File: src/rtl/core_pkg.sv
// Shared types for the memory-port arbiter: FSM state and port-owner encodings.
package core_pkg;

    typedef enum logic [1:0] {
        ARB_IDLE     = 2'd0,
        ARB_WAIT_IF  = 2'd1,
        ARB_WAIT_LSU = 2'd2
    } arb_state_t;

    typedef enum logic {
        OWNER_IF  = 1'b0,
        OWNER_LSU = 1'b1
    } owner_t;

endpackage : core_pkg

File: src/rtl/mem_port_arbiter.sv
// Two-requester (fetch / load-store) arbiter onto a single memory port, one outstanding access.
// Optional MEM_ARB_ROUND_ROBIN_EN: alternate between requesters on simultaneous requests.
module mem_port_arbiter
    import core_pkg::*;
#(
    parameter int ADDR_WIDTH = 32,
    parameter int DATA_WIDTH = 32
) (
    input  logic                  clk,
    input  logic                  reset,

    input  logic                  IF_req_ip,
    input  logic [ADDR_WIDTH-1:0] IF_addr_ip,
    output logic                  IF_gnt_op,
    output logic                  IF_rvalid_op,

    input  logic                  LSU_req_ip,
    input  logic                  LSU_we_ip,
    input  logic [ADDR_WIDTH-1:0] LSU_addr_ip,
    input  logic [DATA_WIDTH-1:0] LSU_wdata_ip,
    output logic                  LSU_gnt_op,
    output logic                  LSU_rvalid_op,

    output logic [DATA_WIDTH-1:0] rdata_op,

    output logic                  mem_req_op,
    output logic                  mem_we_op,
    output logic [ADDR_WIDTH-1:0] mem_addr_op,
    output logic [DATA_WIDTH-1:0] mem_wdata_op,
    input  logic                  mem_gnt_ip,
    input  logic                  mem_rvalid_ip,
    input  logic [DATA_WIDTH-1:0] mem_rdata_ip,

    output logic                  stall_op
);

    arb_state_t state_q, state_d;
    logic       lock_vld_q, lock_vld_d;
    owner_t     lock_owner_q, lock_owner_d;
`ifdef MEM_ARB_ROUND_ROBIN_EN
    owner_t     last_owner_q, last_owner_d;
`endif

    owner_t     sel_owner;
    logic       sel_req;
    logic       if_gnt;
    logic       lsu_gnt;

    assign rdata_op = mem_rdata_ip;

    // A request left ungranted stays with the locked owner, so the address
    // presented to memory cannot switch under an in-progress handshake.
    always_comb begin
        sel_owner = OWNER_IF;
        sel_req   = lock_vld_q || IF_req_ip || LSU_req_ip;
        if (lock_vld_q) begin
            sel_owner = lock_owner_q;
        end else if (IF_req_ip && LSU_req_ip) begin
`ifdef MEM_ARB_ROUND_ROBIN_EN
            sel_owner = (last_owner_q == OWNER_LSU) ? OWNER_IF : OWNER_LSU;
`else
            sel_owner = OWNER_LSU;
`endif
        end else if (LSU_req_ip) begin
            sel_owner = OWNER_LSU;
        end
    end

    always_comb begin
        state_d       = state_q;
        lock_vld_d    = lock_vld_q;
        lock_owner_d  = lock_owner_q;
`ifdef MEM_ARB_ROUND_ROBIN_EN
        last_owner_d  = last_owner_q;
`endif
        if_gnt        = 1'b0;
        lsu_gnt       = 1'b0;
        IF_rvalid_op  = 1'b0;
        LSU_rvalid_op = 1'b0;
        mem_req_op    = 1'b0;
        mem_we_op     = 1'b0;
        mem_addr_op   = '0;
        mem_wdata_op  = '0;

        case (state_q)
            ARB_IDLE: begin
                if (sel_req) begin
                    mem_req_op = 1'b1;
                    if (sel_owner == OWNER_LSU) begin
                        mem_we_op    = LSU_we_ip;
                        mem_addr_op  = LSU_addr_ip;
                        mem_wdata_op = LSU_wdata_ip;
                    end else begin
                        mem_addr_op  = IF_addr_ip;
                    end

                    if (mem_gnt_ip) begin
                        if_gnt     = (sel_owner == OWNER_IF);
                        lsu_gnt    = (sel_owner == OWNER_LSU);
                        lock_vld_d = 1'b0;
                        state_d    = (sel_owner == OWNER_LSU) ? ARB_WAIT_LSU : ARB_WAIT_IF;
`ifdef MEM_ARB_ROUND_ROBIN_EN
                        last_owner_d = sel_owner;
`endif
                    end else begin
                        lock_vld_d   = 1'b1;
                        lock_owner_d = sel_owner;
                    end
                end
            end

            ARB_WAIT_IF: begin
                IF_rvalid_op = mem_rvalid_ip;
                if (mem_rvalid_ip) begin
                    state_d = ARB_IDLE;
                end
            end

            ARB_WAIT_LSU: begin
                LSU_rvalid_op = mem_rvalid_ip;
                if (mem_rvalid_ip) begin
                    state_d = ARB_IDLE;
                end
            end

            default: begin
                state_d = ARB_IDLE;
            end
        endcase

        IF_gnt_op  = if_gnt;
        LSU_gnt_op = lsu_gnt;
        stall_op   = (LSU_req_ip && !lsu_gnt) ||
                     ((state_q == ARB_WAIT_LSU) && !mem_rvalid_ip);

        // Outputs are held quiet while reset is asserted, not just after the next edge.
        if (!reset) begin
            IF_gnt_op     = 1'b0;
            LSU_gnt_op    = 1'b0;
            IF_rvalid_op  = 1'b0;
            LSU_rvalid_op = 1'b0;
            mem_req_op    = 1'b0;
            mem_we_op     = 1'b0;
            mem_addr_op   = '0;
            mem_wdata_op  = '0;
            stall_op      = 1'b0;
        end
    end

    always_ff @(posedge clk or negedge reset) begin
        if (!reset) begin
            state_q      <= ARB_IDLE;
            lock_vld_q   <= 1'b0;
            lock_owner_q <= OWNER_IF;
`ifdef MEM_ARB_ROUND_ROBIN_EN
            last_owner_q <= OWNER_IF;
`endif
        end else begin
            state_q      <= state_d;
            lock_vld_q   <= lock_vld_d;
            lock_owner_q <= lock_owner_d;
`ifdef MEM_ARB_ROUND_ROBIN_EN
            last_owner_q <= last_owner_d;
`endif
        end
    end

endmodule : mem_port_arbiter
File: config.mk
export PLATFORM = sky130hd
export DESIGN_NAME = mem_port_arbiter
export DESIGN_NICKNAME = d
export VERILOG_FILES = /design/src/rtl/core_pkg.sv /design/src/rtl/mem_port_arbiter.sv
export SDC_FILE = /design/constraint.sdc
export NUM_CORES = 1
export LEC_CHECK = 0
export CAP_MARGIN = 10
export CORE_AREA = 2 2 93 95
export CTS_CLUSTER_DIAMETER = 200
export DETAILED_ROUTE_END_ITERATION = 7
export DIE_AREA = 0 0 95 97
export GPL_ROUTABILITY_DRIVEN = 1
export GPL_TIMING_DRIVEN = 0
export HOLD_SLACK_MARGIN = 0.1
export PLACE_DENSITY = 0.63
export REMOVE_ABC_BUFFERS = 1
export SLEW_MARGIN = 20
export SYNTH_ARGS = -nofsm -noshare
export SYNTH_HDL_FRONTEND = slang
export SYNTH_SLANG_ARGS = --single-unit
File: constraint.sdc
create_clock -name clk -period 5.1 [get_ports clk]
set_clock_uncertainty 0.2 [all_clocks]
set_input_delay 0.51 -clock clk [delete_from_list [all_inputs] [get_ports clk]]
set_output_delay 0.51 -clock clk [all_outputs]
set_load 0.02 [all_outputs]
; Word level (Yosys, flattened, before mapping)
; Cells that the tools add are included.
[totals]
register_bits = 4
wordCells = 60
output_inout_bits = 103
in_bits = 135
rom_bits = 0
memories = 0
latchBits = 0
ram_bits = 0
[classes]
n_lt_le_gt_ge = 0
multipliers = 0
addsub = 0
mux = 37
eq_ne = 5
div = 0
n_shift = 0
reduce_logical = 13
n_bitwise = 2
[ops]
columns = operator, count
row1 = $mux W32, 8
row2 = $mux W1, 24
row3 = $mux W2, 4
row4 = $reduce_and A3 Y1, 2
row5 = $ne A2 B2 Y1 const B, 2
row6 = $pmux W2 S2, 1
row7 = $logic_and A1 B1 Y1, 3
row8 = $logic_or A1 B1 Y1, 3
row9 = $eq A2 B1 Y1 const B, 1
row10 = $eq A2 B2 Y1 const B, 1
row11 = $logic_not A1 Y1, 2
row12 = $logic_not A2 Y1, 1
row13 = $ne A2 B1 Y1 const B, 1
row14 = $not A1 Y1, 2
row15 = $reduce_and A2 Y1, 1
row16 = $reduce_or A2 Y1, 1

; Logic depth before layout (Yosys ltp)
; Gate-level depths: netlist (run 1).
[depth]
word_depth = 10
ltp_mapped = 6
depth_no_buf = 5

; Least setup slack after synthesis (run 1)
; No wires, ideal clock.
[synth_timing]
path_kind = register to output
from = register state_q[0]
to = output port mem_addr_op[10]
arrival_time_ps = 1634
setup_slack_ps = 2756
t_required_ps = 4390
stages_incl_launch_ff = 7
n_path_buf = 2
cell_sequence = dfrtp_1 -> inv_1 -> ha_1 -> clkbuf_1 -> o311ai_2 -> clkbuf_1 -> a21oi_1
[synth_between]
elab_chain_cells = 3
[synth_rtl]
columns = item, line_no
row1 = start: declaration, mem_port_arbiter.sv:37  ; arb_state_t state_q, state_d;
row2 = start signal: assignment, mem_port_arbiter.sv:159  ; state_q <= state_d;
row3 = $logic_not A2 Y1, mem_port_arbiter.sv:85  ; case (state_q)
row4 = $mux W32, mem_port_arbiter.sv:85
row5 = $mux W32, mem_port_arbiter.sv:137  ; if (!reset) begin
row6 = end: declaration, mem_port_arbiter.sv:28  ; output logic [ADDR_WIDTH-1:0] mem_addr_op,
; Every way passes these cells.

; Final worst setup path (run 1)
[layout_timing]
from = input port LSU_req_ip
to = output port mem_wdata_op[11]
[layout_between]
elab_chain_cells = 7
word_cells_on_any_way = 9
classes_between = mux (7) / reduce/logical (2)
[layout_rtl]
columns = item, line_no
row1 = start: declaration, mem_port_arbiter.sv:17  ; input logic LSU_req_ip,
row2 = $mux W1 / $logic_and A1 B1 Y1 (equally long branches), "mem_port_arbiter.sv:64, mem_port_arbiter.sv:58"
row3 = $mux W1, mem_port_arbiter.sv:58  ; end else if (IF_req_ip && LSU_req_ip) begin
row4 = $mux W1, mem_port_arbiter.sv:56  ; if (lock_vld_q) begin
row5 = $mux W32, mem_port_arbiter.sv:89  ; if (sel_owner == OWNER_LSU) begin
row6 = $mux W32 (*), mem_port_arbiter.sv:87  ; if (sel_req) begin
row7 = $mux W32 (*), mem_port_arbiter.sv:85
row8 = $mux W32 (*), mem_port_arbiter.sv:137
row9 = end: declaration, mem_port_arbiter.sv:29  ; output logic [DATA_WIDTH-1:0] mem_wdata_op,
; Every way passes the cells marked *; elsewhere a longest branch is shown, timed or not.

==> results of run 1 <==
-- metrics by stage --
step | power, µW | setup slack, ns | cell area [µm²] | util [%]
after global routing | 1070 | 1.05 | 2910 | 35.7
after detailed placement | 940 | 1.23 | 2870 | 35.2
after global placement | 895 | 0.337 | 2810 | 34.5
after floorplan | 496 | 1.97 | 946 | -
after CTS | 1010 | 1.22 | 2910 | 35.7
final | 1000 | 1.22 | 2910 | 35.7
-- per-layer routing --
layer | vias to the layer above | global-route usage, %
li1 | 909 | -
met1 | 792 | 12.7
met2 | 140 | 37.0
met3 | 6 | 20.0
met4 | 0 | 2.90
met5 | - | 1.19
-- final timing paths --
path	from	end	slack, ns
max	LSU_req_ip	mem_wdata_op[11]	1.22
min	lock_owner_q	lock_owner_q	0.38
max reg2reg	state_q[0]	lock_owner_q	3.31
min reg2reg	lock_owner_q	lock_owner_q	0.38
max in group asynchronous	reset	state_q[1]	4.00
min in group asynchronous	reset	lock_vld_q	0.40
-- cells by family (layout without fill, tap and decap cells) --
| logic type | after synthesis | after routing | share of synthesized area, % |
|---|---|---|---|
| AOI/OAI and AO/OA | 41 | 41 | 19.2 |
| adders and majority gates | 3 | 3 | 3.01 |
| buffers and inverters | 48 | 181 | 25.0 |
| DFF | 4 | 4 | 8.03 |
| muxes | 2 | 2 | 2.01 |
| and+or+nand+nor | 111 | 111 | 42.8 |
-- registers in the layout (all words and copies together), names as in the netlist --
register and flops:
lock_owner_q 1, lock_vld_q 1, state_q 2
-- cells in the mapped netlist (all sizes together) --
cell type,instances,area share (%)
nand2b,2,1.0
o311ai,1,1.3
and2,34,17
dfrtp,4,8.0
o21a,2,1.2
nand4,1,0.50
a21oi,32,13
o31a,1,0.70
nand2,67,20
o221ai,2,1.4
ha,3,3.0
a22o,1,0.70
mux2,1,0.90
nand3,1,0.40
nor3b,1,0.60
nand3b,1,0.60
clkbuf,4,1.2
and3,4,2.4
inv,3,0.90
o21ai,1,0.40
buf,41,23
a21boi,1,0.60
mux2i,1,1.1
-- final cells by class --
| class | count | area [µm²] | area share (%) |
|---|---|---|---|
| repair buffers | 175 | 1770 | 60.9 |
| clock buffers | 3 | 41.3 | 1.42 |
| flip-flops and latches | 4 | 100 | 3.44 |
| well taps | 105 | 131 | 4.52 |
| inverters | 3 | 11.3 | 0.387 |
| multi-input cells | 157 | 853 | 29.3 |
-- power by group through the flow --
stage                     clock network [µW]  registers, µW  logic (µW)
after floorplan                            0           59.9         436
after global placement                     0           62.1         833
after detailed placement                   0           67.7         872
after CTS                               67.7           68.0         877
after global routing                    69.3           70.0         930
final                                   66.0           68.3         869
-- worst max-delay path, stage by stage --
cell and delay [ns]:
clkdlybuf4s50_1 0.68, mux2_2 0.69, and3_4 0.47, and2_1 0.20, clkdlybuf4s50_1 0.61
==> flow_metrics.py, run 1 <==
metrics = {
    "cts": {
        "cts_tree": "done",
        "cts_root_buf": "clkbuf_8",
        "numCtsBuffers": 3,
        "clock_latency_ns": 0.22,
        "cts_resized": 0,
        "ctsHoldBuffers": 0,
        "clock_sinks": 4,
        "cts.path.max_buffers": 2,
        "clk_pin_slew_ns": 0.03,
        "cts_setup_buffers": 0,
        "cts.htree.levels": 1,
    },
    "power_and_ir_drop": {
        "swShare_pct": 49.7,
        "switchingPower_uw": 499,
        "combinationalPowerShare_pct": 86.6,
        "ir_worst_vdd_mv": 0.252,
        "p_seq_share_pct": 6.8,
        "p_int_uw": 505,
        "leakagePower_uw": 0.00112,
        "p_per_area_nw_per_um2": 345,
        "clkPwrFrac_pct": 6.6,
    },
    "synth": {
        "ys.warnings.count": 0,
        "synth_area_um2": 1250,
        "yosysSeqAreaShare_pct": 8.03,
        "synth_seq_cells": 4,
        "syn_area_per_cell_um2": 5.96,
        "ys_types": 25,
        "postSynthCellCount": 209,
    },
    "floorplan": {
        "die_area_um2": 9220,
        "io_pins": 238,
        "die_h_um": 97,
        "start_util_pct": 15.3,
        "core_um2": 8130,
        "die_x_um": 95,
        "std_cell_rows": 33,
    },
    "run": {
        "drv_cap": 0,
    },
    "setup_path": {
        "cp-end-kind": "output pin",
        "critPathLaunchType": "input pin",
        "critPathKind": "input pin to output pin",
        "path_max_fanout": 34,
        "cp.required_ns": 4.39,
        "reg2reg_depth": 5,
        "cp.arrival_ns": 3.17,
    },
    "sta": {
        "finalHoldViolations": 0,
        "tightest_slew_ns": 0.791,
        "max_freq_mhz": 258,
        "post-route-min-period_ns": 3.88,
        "fin_crit_sh_pct": 76.1,
        "relSlewSlack_pct": 47.2,
        "rsz0062_at_grt": "false",
        "whs_ns": 0.382,
        "setup_viol": 0,
        "fin_tns_setup_ns": 0,
        "slew_violations": 0,
    },
    "global_routing": {
        "grt-ovfl-total": 0,
        "grt_pass1_wl_mm": 12.7,
        "antenna_found_initial": 0,
        "grtUsageTotal_pct": 19.6,
        "grt_pass1_vias": 1713,
        "grt_max_degree": 35,
    },
    "placed_design": {
        "placed_cells": 444,
        "port_buffers": 173,
        "dp_hpwl_mm": 8.66,
        "gp_congestion": 0.848,
    },
    "drt": {
        "drt_iter0_drc": 42,
        "wl_met1_mm": 2.38,
        "vias_per_cell": 4.13,
        "routed_wl_mm": 9.86,
        "drc": 0,
        "avgRoutedWirePerCell_um": 22.1,
        "dr.pass1.iters": 4,
        "ant_nets": 0,
        "num_vias": 1847,
        "wl_met3_mm": 2.20,
        "top_layer": "met4",
        "wl_met2_mm": 5.18,
    },
    "finish": {
        "drive_gt1_share_pct": 2.63,
        "most-common-layout-cells": "clkdlybuf4s50_1 (173), nand2_1 (67), and2_1 (34), a21oi_1 (32), dfrtp_1 (4)",
        "n_antenna_cell": 0,
        "instances_no_fill": 447,
        "area_delta_synth_final_pct": 133,
        "nets": 482,
        "mostFrequentLayoutCell": "clkdlybuf4s50_1",
        "n_fill_cell": 856,
    },
    "min_path": {
        "min_path_type": "register to register",
        "holdPathStages": 1,
    },
    "status": {
        "run_status": "finished, final reports clean",
    },
}
Note: power is estimated with default switching activity, not from simulation.
==> run 2: changes to the inputs <==
--- a/config.mk
+++ b/config.mk
@@ -6,14 +6,14 @@
 export NUM_CORES = 1
 export LEC_CHECK = 0
 export CAP_MARGIN = 10
-export CORE_AREA = 2 2 93 95
+export CORE_AREA = 2 2 92 94
 export CTS_CLUSTER_DIAMETER = 200
 export DETAILED_ROUTE_END_ITERATION = 7
-export DIE_AREA = 0 0 95 97
+export DIE_AREA = 0 0 94 96
 export GPL_ROUTABILITY_DRIVEN = 1
 export GPL_TIMING_DRIVEN = 0
 export HOLD_SLACK_MARGIN = 0.1
-export PLACE_DENSITY = 0.63
+export PLACE_DENSITY = 0.64
 export REMOVE_ABC_BUFFERS = 1
 export SLEW_MARGIN = 20
 export SYNTH_ARGS = -nofsm -noshare
==> constraint.sdc (replaced) <==
create_clock -name clk -period 4 [get_ports clk]
set_clock_uncertainty 0.2 [all_clocks]
set_input_delay 0.4 -clock clk [delete_from_list [all_inputs] [get_ports clk]]
set_output_delay 0.4 -clock clk [all_outputs]
set_load 0.02 [all_outputs]
==> run 2 against run 1 <==
Compared with the run above:
- power increased by 27%
- global-route usage rose by 0.27 points
- clock-buffer cell count unchanged
- sequential cell count unchanged
- register-to-register slack got worse by 1.0 ns
- core utilization up 0.35 points
- setup slack got worse by 0.91 ns
- critical path depth unchanged
- wire length decreased by 0.10%
- first-iteration DRC count rose by 9.5%
- final cell count is 0.22% higher
- via count rose by 1.6%
- critical path type unchanged
- critical endpoint is now mem_wdata_op[3]
- largest cell class unchanged
- highest routed layer is now met5
==> flow_metrics.py, run 2 (synthesis gave the netlist of run 1 again) <==
metrics = {
    "status": {
        "run_status": "finished, final reports clean",
    },
    "sta": {
        "finalHoldViolations": 0,
        "tightest_slew_ns": 0.679,
        "fin_crit_sh_pct": 92.3,
        "setup_viol": 0,
        "post-route-min-period_ns": 3.69,
        "max_freq_mhz": 271,
        "rsz0062_at_grt": "false",
        "slew_violations": 0,
        "whs_ns": 0.268,
        "fin_tns_setup_ns": 0,
        "relSlewSlack_pct": 54.7,
    },
    "finish": {
        "mostFrequentLayoutCell": "clkdlybuf4s50_1",
        "n_antenna_cell": 0,
        "post-route-util_pct": 36.1,
        "n_fill_cell": 858,
        "design_area_um2": 2910,
        "most-common-layout-cells": "clkdlybuf4s50_1 (173), nand2_1 (67), and2_1 (34), a21oi_1 (32), dfrtp_1 (4)",
        "nets": 483,
        "area_delta_synth_final_pct": 133,
        "reg_top3": "state_q: 2 flops, lock_owner_q: 1 flops, lock_vld_q: 1 flops",
        "top_register": "state_q",
        "drive_gt1_share_pct": 2.92,
        "largest_reg_flops": 2,
    },
    "floorplan": {
        "die_h_um": 96,
        "std_cell_rows": 33,
        "core_um2": 8050,
        "start_util_pct": 15.5,
        "die_area_um2": 9020,
        "io_pins": 238,
        "die_x_um": 94,
    },
    "cts": {
        "ctsHoldBuffers": 0,
        "cts_tree": "done",
        "cts_root_buf": "clkbuf_8",
        "cts.htree.levels": 1,
        "clock_sinks": 4,
        "clock_latency_ns": 0.23,
        "clk_pin_slew_ns": 0.03,
        "cts.path.max_buffers": 2,
        "numCtsBuffers": 3,
        "cts_resized": 0,
        "cts_setup_buffers": 0,
    },
    "drt": {
        "drc": 0,
        "routed_wl_mm": 9.85,
        "ant_nets": 0,
        "num_vias": 1876,
        "dr.pass1.iters": 4,
        "vias_per_cell": 4.19,
        "drt_iter0_drc": 46,
        "avgRoutedWirePerCell_um": 22.0,
    },
    "run": {
        "drv_cap": 0,
    },
    "power_and_ir_drop": {
        "finalPower_uw": 1270,
        "p_per_area_nw_per_um2": 438,
        "ir_worst_vdd_mv": 0.361,
        "leakagePower_uw": 0.00112,
    },
    "global_routing": {
        "antenna_found_initial": 0,
        "grt_pass1_vias": 1584,
        "grt-ovfl-total": 0,
        "grtUsageTotal_pct": 19.8,
        "grt_max_degree": 35,
        "grt_pass1_wl_mm": 12.3,
    },
    "setup_path": {
        "cp.arrival_ns": 3.09,
        "path_max_fanout": 34,
        "cp-end-kind": "output pin",
        "critPathKind": "input pin to output pin",
        "cp.required_ns": 3.40,
        "critPathLaunchType": "input pin",
    },
    "placed_design": {
        "placed_area_um2": 2870,
        "dp_hpwl_mm": 8.73,
        "gp_congestion": 0.883,
        "port_buffers": 173,
    },
    "min_path": {
        "min_path_type": "input pin to asynchronous set/reset pin",
    },
}
-- run 2: changes by cell type in the layout (fill, tap and decap cells not counted) --
cell,delta
buf_8,+1
buf_16,-1
buf_6,+1
-- run 2: final timing paths --
kind	slack (ns)	to	startpoint	cells after the start
max	0.31	mem_wdata_op[3]	LSU_req_ip	5
max reg2reg	2.27	lock_owner_q	state_q[1]	5
min reg2reg	0.37	lock_owner_q	lock_owner_q	1
min	0.27	lock_owner_q	reset	1
min in group clk	0.37	lock_owner_q	lock_owner_q	1
max in group asynchronous	3.05	state_q[0]	reset	1
-- run 2: where the power goes --
group	switching, µW	total (µW)	internal (µW)
clock	23.8	88.2	64.4
sequential	27.4	86.3	58.9
combinational	587	1100	511
-- run 2: cell type report --
class	count	area, µm²	share of cell area, %
clock buffers	3	41.3	1.42
inverters	3	11.3	0.387
well taps	105	131	4.52
flip-flops and latches	4	100	3.44
multi-input cells	157	853	29.4
repair buffers	176	1770	60.9
-- run 2: routing by layer --
metal  GRT usage (%)  share of wire [%]  wire (µm)
met3            18.5                 21       2020
met2            33.0                 47       4640
met5            7.14               0.82         81
met1            15.1                 27       2620
met4            10.0                4.8        475
-- run 2: metrics by stage --
step / worst slack (ns) / std cells
6_report: 0.307 / 448
5_1_grt: 0.176 / 448
4_1_cts: 0.293 / 448
3_5_place_dp: 0.286 / 445
3_3_place_gp: -0.520 / 442
2_1_floorplan: 1.09 / 164
-- run 2: worst max-delay path, cell delays in order --
cell and delay (ns):
clkdlybuf4s50_1 0.68, mux2_2 0.68, and3_4 0.47, and2_1 0.23, clkdlybuf4s50_1 0.62
==> run 3: changes to the inputs <==
--- a/config.mk
+++ b/config.mk
@@ -5,15 +5,17 @@
 export SDC_FILE = /design/constraint.sdc
 export NUM_CORES = 1
 export LEC_CHECK = 0
+export ABC_AREA = 1
 export CAP_MARGIN = 10
 export CORE_AREA = 2 2 92 94
 export CTS_CLUSTER_DIAMETER = 200
+export CTS_CLUSTER_SIZE = 24
 export DETAILED_ROUTE_END_ITERATION = 7
 export DIE_AREA = 0 0 94 96
 export GPL_ROUTABILITY_DRIVEN = 1
 export GPL_TIMING_DRIVEN = 0
 export HOLD_SLACK_MARGIN = 0.1
-export PLACE_DENSITY = 0.64
+export PLACE_DENSITY = 0.67
 export REMOVE_ABC_BUFFERS = 1
 export SLEW_MARGIN = 20
 export SYNTH_ARGS = -nofsm -noshare
==> run 3 against run 2 <==
Compared with the run above:
- power down 4.8%
- worst hold slack better by 0.0066 ns
- synthesized area up 16%
- clock power down 6.8%
- fmax up 1.5%
- setup slack better by 0.054 ns
- sequential share of layout area down 0.13 points
- core utilization up 1.4 points
- die area unchanged
- largest power group unchanged
- global-route usage down 6.8 points
- wire length down 32%
==> flow_metrics.py, run 3 <==
metrics = {
    "global_routing": {
        "antenna_found_initial": 0,
        "grtUsageTotal_pct": 13.0,
        "grt-ovfl-total": 0,
        "met2_usage_pct": 18.3,
        "grt-busiest-layer": "met2",
        "grt_use_met1_pct": 15.2,
        "use_met3_pct": 10.4,
        "grt_pass1_vias": 1802,
        "grt_max_degree": 71,
        "grt_pass1_wl_mm": 9.08,
    },
    "setup_path": {
        "slowest_delay_ns": 0.65,
        "critPathKind": "input pin to output pin",
        "cp.required_ns": 3.40,
        "critPathSlowestCell": "inv_2",
        "cp-end-kind": "output pin",
        "path_max_fanout": 70,
        "cp.arrival_ns": 3.04,
        "critPathLaunchType": "input pin",
        "crit_chain": "clkdlybuf4s50_1, nand2_1, nand2_4, inv_2, nand2_1, a21oi_1, clkdlybuf4s50_1",
    },
    "status": {
        "run_status": "finished, final reports clean",
    },
    "sta": {
        "fin_crit_sh_pct": 91.0,
        "setup_viol": 0,
        "relSlewSlack_pct": 52.5,
        "max_freq_mhz": 275,
        "finalHoldViolations": 0,
        "rsz0062_at_grt": "false",
        "fin_tns_setup_ns": 0,
        "post-route-min-period_ns": 3.64,
        "setup_ws_ns": 0.362,
        "tightest_slew_ns": 0.712,
        "slew_violations": 0,
    },
    "floorplan": {
        "start_util_pct": 17.9,
        "std_cell_rows": 33,
        "io_pins": 238,
        "die_h_um": 96,
        "core_um2": 8050,
        "die_x_um": 94,
        "die_area_um2": 9020,
    },
    "cts": {
        "cts.path.max_buffers": 2,
        "numCtsBuffers": 3,
        "cts_root_buf": "clkbuf_8",
        "cts.htree.levels": 1,
        "clock_sinks": 4,
        "cts_setup_buffers": 0,
        "cts_tree": "done",
        "ctsHoldBuffers": 0,
        "cts_resized": 0,
        "clk_pin_slew_ns": 0.03,
        "clock_latency_ns": 0.21,
    },
    "drt": {
        "ant_nets": 0,
        "drt_iter0_drc": 54,
        "drc": 0,
        "num_vias": 2050,
        "vias_per_cell": 4.17,
        "routed_wl_mm": 6.70,
        "dr.pass1.iters": 6,
        "avgRoutedWirePerCell_um": 13.6,
    },
    "run": {
        "drv_cap": 0,
    },
    "finish": {
        "most-common-layout-cells": "clkdlybuf4s50_1 (173), nand2_1 (114), a21oi_1 (33), nor2_2 (20)",
        "top_register": "state_q",
        "largest_reg_flops": 2,
        "drive_gt1_share_pct": 10.3,
        "area_delta_synth_final_pct": 109,
        "mostFrequentLayoutCell": "clkdlybuf4s50_1",
        "post-route-util_pct": 37.5,
        "nets": 527,
        "n_antenna_cell": 0,
        "reg_top3": "state_q: 2 flops, lock_owner_q: 1 flops, lock_vld_q: 1 flops",
    },
    "synth": {
        "synth_seq_cells": 4,
        "yosysSeqAreaShare_pct": 6.93,
        "ys.flop_type": "dfrtp_1",
        "synthTopCellsByCount": "nand2_1 (114), buf_4 (36), a21oi_1 (33), nor2_2 (20)",
        "synth_top_area_share_pct": 29.6,
        "yosysTopAreaCell": "nand2_1",
        "ys.warnings.count": 0,
        "postSynthCellCount": 259,
        "syn_area_per_cell_um2": 5.57,
        "synth.area.top_cells": "nand2_1 (30%), buf_4 (19%), a21oi_1 (11%), nor2_2 (8.7%), nor2_4 (7.0%)",
        "synth_edf_count": 0,
        "yosysMostFrequentCell": "nand2_1",
        "synth_area_um2": 1440,
        "ys_types": 19,
        "synth_async_sr_flop_share_pct": 100,
    },
    "power_and_ir_drop": {
        "p_per_area_nw_per_um2": 402,
        "finalPower_uw": 1210,
        "leakagePower_uw": 0.00115,
        "ir_worst_vdd_mv": 0.210,
    },
    "placed_design": {
        "gp_congestion": 0.742,
        "port_buffers": 173,
        "dp_hpwl_mm": 5.25,
        "dpl_worst_slack_ns": 0.337,
    },
    "min_path": {
        "min_path_type": "input pin to asynchronous set/reset pin",
    },
}
-- run 3: changes by cell type after synthesis, moves of 3 or more --
cell / delta
nand2_1: +47
and2_1: -34
nor2_2: +20
nor2_1: +9
nor2_4: +9
buf_6: +5
buf_4: +4
clkbuf_1: -4
inv_2: +4
and3_1: -3
-- run 3: cells by family after synthesis --
| kind of cell | after synthesis | share of synthesized area (%) |
|---|---|---|
| AND/OR/NAND/NOR | 158 | 50.0 |
| adder cells (fa/ha/maj) | 3 | 2.60 |
| buffers and inverters | 58 | 27.7 |
| AO/OA/AOI/OAI | 36 | 12.7 |
| flip-flops | 4 | 6.93 |
-- run 3: where the power goes --
part           internal (µW)  switching [µW]  leakage [µW]  total, µW
Combinational            436             625       0.00108       1060
Sequential              58.1            11.0     0.0000509       69.1
Clock                   63.9            18.3     0.0000216       82.2
-- run 3: layer usage --
layer  wire length (µm)  vias up  share of wire, %
met5                  0        -                 0
met4                 22        0              0.33
met3               1250        2                19
met2               2730      161                41
met1               2700      868                40
li1                   -     1019                 -
-- run 3: final timing paths --
check | from | end | slack, ns | depth (start not counted)
worst max-delay path | LSU_req_ip | mem_addr_op[9] | 0.36 | 7
worst min-delay path | reset | lock_vld_q | 0.27 | 1
worst max register to register | lock_vld_q | lock_owner_q | 1.91 | 5
worst min register to register | lock_owner_q | lock_owner_q | 0.29 | 2
max in group asynchronous | reset | state_q[0] | 3.06 | 1
min in group clk | lock_owner_q | lock_owner_q | 0.29 | 2
-- run 3: final cells by class --
type	instances	area, µm²
fillers	826	5030
repair buffers	174	1760
multi-input cells	197	953
well taps	105	131
flip-flops and latches	4	100
clock buffers	3	41.3
inverters	9	33.8
-- run 3: metrics by stage --
step / instance area, µm² / hold WS (ns) / std cells
floorplan: 1080 / -0.0956 / 210
global placement: 2940 / 0.275 / 488
detailed placement: 2980 / 0.280 / 489
CTS: 3020 / 0.275 / 492
global route: 3020 / 0.286 / 492
finish: 3020 / 0.274 / 492
-- run 3: critical path, delay by kind of cell --
| family | cells | cell delay [ns] |
|---|---|---|
| buffers and inverters | 3 | 1.74 |
| and+or+nand+nor | 3 | 0.63 |
| AOI/OAI and AO/OA | 1 | 0.21 |
